<file path="src/rtl/bitscan_encoder.sv">
// Sequential priority encoder: accepts a request vector and emits the index
// of each set bit, one per output beat, in priority order.
module bitscan_encoder #(
  parameter int WIDTH     = 8,
  parameter int IDXW      = 3,
  parameter bit MSB_FIRST = 1'b0
) (
  input  logic             clk,
  input  logic             rst_n,
  input  logic             in_valid,
  output logic             in_ready,
  input  logic [WIDTH-1:0] in_vec,
  output logic             out_valid,
  input  logic             out_ready,
  output logic [IDXW-1:0]  out_idx,
  output logic             out_last,
  output logic             zero_seen
);

  typedef enum logic {
    IDLE = 1'b0,
    SCAN = 1'b1
  } state_e;

  state_e           state_q, state_d;
  logic [WIDTH-1:0] pend_q, pend_d;
  logic [IDXW-1:0]  idx_q, idx_d;
  logic             last_q, last_d;
  logic             zero_q, zero_d;

  function automatic logic [IDXW-1:0] pick(
    input logic [WIDTH-1:0] v
  );
    logic [IDXW-1:0] r;
    r = '0;
    // Later hits overwrite earlier ones, so scan toward the winning end.
    for (int i = 0; i < WIDTH; i++) begin
      if (MSB_FIRST) begin
        if (v[i]) r = IDXW'(i);
      end else begin
        if (v[WIDTH-1-i]) r = IDXW'(WIDTH-1-i);
      end
    end
    return r;
  endfunction

  function automatic logic one_left(
    input logic [WIDTH-1:0] v
  );
    return (v != '0) &&
      ((v & (v - WIDTH'(1))) == '0);
  endfunction

  always_comb begin
    state_d = state_q;
    pend_d  = pend_q;
    zero_d  = 1'b0;
    unique case (state_q)
      IDLE: begin
        if (in_valid) begin
          if (in_vec != '0) begin
            pend_d  = in_vec;
            state_d = SCAN;
          end else begin
            zero_d = 1'b1;
          end
        end
      end
      SCAN: begin
        if (out_ready) begin
          pend_d = pend_q &
            ~(WIDTH'(1) << idx_q);
          if (last_q) state_d = IDLE;
        end
      end
    endcase
    idx_d  = (state_d == SCAN) ?
      pick(pend_d) : '0;
    last_d = (state_d == SCAN) &&
      one_left(pend_d);
  end

  always_ff @(posedge clk) begin
    if (!rst_n) begin
      state_q <= IDLE;
      pend_q  <= '0;
      idx_q   <= '0;
      last_q  <= 1'b0;
      zero_q  <= 1'b0;
    end else begin
      state_q <= state_d;
      pend_q  <= pend_d;
      idx_q   <= idx_d;
      last_q  <= last_d;
      zero_q  <= zero_d;
    end
  end

  assign in_ready  = rst_n && (state_q == IDLE);
  assign out_valid = (state_q == SCAN);
  assign out_idx   = idx_q;
  assign out_last  = last_q;
  assign zero_seen = zero_q;

endmodule

</file>
<file path="config.mk">
export PLATFORM = sky130hd
export DESIGN_NAME = bitscan_encoder
export DESIGN_NICKNAME = d
export VERILOG_FILES = /design/src/rtl/bitscan_encoder.sv
export SDC_FILE = /design/constraint.sdc
export NUM_CORES = 1
export LEC_CHECK = 0
export CORE_MARGIN = 10
export CORE_UTILIZATION = 35
export DETAILED_ROUTE_END_ITERATION = 12
export PLACE_DENSITY_LB_ADDON = 0.3
export REMOVE_ABC_BUFFERS = 1
export SYNTH_ARGS = -nofsm -noshare
export SYNTH_HDL_FRONTEND = slang
export SYNTH_SLANG_ARGS = --single-unit
</file>
<file path="constraint.sdc">
create_clock -name clk -period 2.54 [get_ports clk]
set_clock_uncertainty 0.2 [all_clocks]
set_input_delay 0.635 -clock clk [delete_from_list [all_inputs] [get_ports clk]]
set_output_delay 0.635 -clock clk [all_outputs]
set_load 0.05 [all_outputs]
</file>
==> run_results.csv <==
group,metric,value,unit
sta,setup_slack,0.0710,ns
job,drv_cap,0,
logic_synthesis,yosys_most_used_dff,"dfxtp_1",
logic_synthesis,synth_seq_cells,14,
final_layout,design_area,0.00140,mm2
critical_path,path_cells,"clkdlybuf4s50_1, nor4_4, buf_4, nand2_1, a211oi_2, nor2_2, a2111o_1, a21oi_2",
place,port_buffers,18,
die,ioPinCount,19,
clocking,cts_max_path_buffers,2,
die,rows,18,
drt,firstDrtPassIters,4,
critical_path,crit_family,"compound AO/OA/AOI/OAI gates",
outcome,status,"completed",
final_layout,finish.utilization,0.563,
critical_path,crit_path_end_kind,"flip-flop",
place,hpwl,2200,um
clocking,hold_buffers,0,
sta,drv_slew,0,
critical_path,crit_buf_inv,2,
global_route,first_global_vias,1008,
place,place_inst,172,
sta,layout_min_cycle_time,2.47,ns
drt,vias_per_cell,5.36,
die,start_util,0.366,
clocking,path_clk_slew,0.09,ns
sta,finalHoldViolations,0,
critical_path,r2r_start,"out_valid$_SDFF_PN0_",
clocking,clock_sink_count,14,
global_route,grt_start_max_net_pins,11,
logic_synthesis,netlist_top_cells_area,"dfxtp_1, and2_1, nor4_4",
final_layout,final_cells,177,
clocking,cts-root-buf,"clkbuf_4",
critical_path,critical_path_class,"input pin to flip-flop",
logic_synthesis,synth_top_area_share,0.309,
die,die-area,0.00503,mm2
final_layout,area_growth,53.8,%
critical_path,critical_path.startpoint,"in_vec[2]",
final_layout,final_nets,160,
min_path,holdCritPathClass,"flip-flop to flip-flop",
clocking,tritoncts.num_buffers,3,
sta,slew-limit-headroom,0.660,
critical_path,critPathMaxStageDelay,0.46,ns
place,place.gp.congestion,0.850,
sta,finalSetupViolCount,0,
final_layout,antenna_cells,0,
min_path,min_from,"pend_q[4]$_SDFF_PN0_",
die,die_w,70.9,um
sta,period_share,0.972,
critical_path,critPathSlowestCell,"clkdlybuf4s50_1",
logic_synthesis,async_flop_share,0,
clocking,clk_latency,0.29,ns
drt,dr_total_vias,948,
critical_path,cp.required,2.56,ns
logic_synthesis,synth_common_cells,"dfxtp_1, and2_1, nor2_1",
logic_synthesis,synth_edf_count,0,
logic_synthesis,postSynthCellCount,101,
logic_synthesis,yosysSeqAreaShare,0.309,
logic_synthesis,syn_area_per_cell,8.98,um2
sta,rsz0062_at_grt,"no",
power_and_ir_drop,power_leakage,0.566,nW
global_route,antenna_found_initial,0,
die,die_height,70.9,um
logic_synthesis,netlist_area,907,um2
global_route,overflow,0,
sta,fmax,0.405,GHz
logic_synthesis,synthDistinctLibCells,44,
sta,worst_slew_pin_slew,0.509,ns
power_and_ir_drop,p_per_area,479,mW/mm2
drt,routed_wl,2780,um
place,placed_cell_area,0.00131,mm2
global_route,grt_pass1_wl,4720,um
global_route,grt_usage,0.115,
clocking,htreeDepth,1,
critical_path,crit_fanout,5,
logic_synthesis,synth_warnings,0,
drt,ant_nets,0,
final_layout,fillers,245,
die,core-area,0.00248,mm2
drt,drtIter0Drc,39,
clocking,cts_tree,"built",
power_and_ir_drop,peakVddDrop,0.311,mV
drt,drc,0,
logic_synthesis,yosysTopAreaCell,"dfxtp_1",
critical_path,start_kind,"input pin",
place,pre_cts_ws,-0.428,ns
final_layout,final_layout_size_suffix_gt1_frac,0.361,
drt,routedWlPerCell,15.7,um
critical_path,worstPathArrival,2.49,ns
logic_synthesis,yosysMostFrequentCell,"dfxtp_1",
-- registers in the layout, indices dropped and copies added, names as in the netlist --
signal and cells:
pend_q 8, out_idx 3, out_last 1, out_valid 1, zero_seen 1
-- per-stage QoR --
step	setup TNS, ns	power (mW)	hold slack (ns)
2_1_floorplan	0	0.386	0.449
3_3_place_gp	-0.953	0.495	0.547
3_5_place_dp	-1.34	0.500	0.551
4_1_cts	0	0.669	0.573
5_1_grt	0	0.704	0.628
6_report	0	0.668	0.567
-- cell families (layout without fill, tap and decap cells) --
family,Yosys count,in the layout,share of synthesized area
and+or+nand+nor,45,45,0.338
AOI/OAI and AO/OA,35,35,0.308
DFF,14,14,0.309
buffers and inverters,5,51,0.0234
xor gates and xnor gates,1,1,0.00966
muxes,1,1,0.0124
-- path summary, 6_finish.rpt --
check                          to  slack (ns)  cells past startpoint
min reg2reg  pend_q[4]$_SDFF_PN0_        0.57                      4
max           out_last$_SDFF_PN0_        0.07                      8
min          pend_q[4]$_SDFF_PN0_        0.57                      4
max reg2reg   out_last$_SDFF_PN0_        0.35                      7
-- report_power, final --
group | internal (mW) | switching (mW) | total [mW] | leakage [nW]
logic | 0.118 | 0.133 | 0.251 | 0.430
registers | 0.235 | 0.0171 | 0.252 | 0.115
clock network | 0.0873 | 0.0776 | 0.165 | 0.0210
-- placed cells by master, fill, tap and decap left out, types with 2 or more instances in the layout --
cell type	instances
clkbuf_4	3
a211oi_2	2
nand3b_1	2
dfxtp_1	14
buf_4	27
a21oi_1	5
nand2b_1	4
o21ai_0	3
inv_1	2
nor2_2	2
dlygate4sd2_1	5
a21oi_2	3
nor3_4	2
and2_1	8
a211oi_1	3
nand3_1	3
o21ai_1	2
nor4_4	2
dlymetal6s2s_1	2
nand2_1	5
nor2_1	7
nor2b_1	2
clkdlybuf4s50_1	9
-- repair_timing --
action	CTS	global route
gates resized for setup	9	6
endpoints found under the setup margin	2	2
cloned	0	0
buffers inserted	0	1
pin swaps	3	3
-- layer usage --
layer | global-route usage | routed length, um | up-vias
met5 | 0 | 0 | -
met1 | 0.130 | 1240 | 435
met3 | 0.0335 | 137 | 11
li1 | - | - | 475
met2 | 0.192 | 1300 | 27
met4 | 0.0602 | 97 | 0
-- tightest hold or removal path, cell delays in order (launching register included) --
cell and delay [ns]:
dfxtp_1 0.31, o21ai_0 0.06, o21ai_1 0.06, buf_4 0.15, and2_1 0.15
-- cell type report --
class,count,area (um2),area share
multi-input combinational,82,641,0.459
sequential,14,280,0.201
timing repair buffer,45,393,0.282
clock buffer,4,36.3,0.0260
tap,30,37.5,0.0269
inverter,2,7.51,0.00538
(Power assumes the default switching activity.)
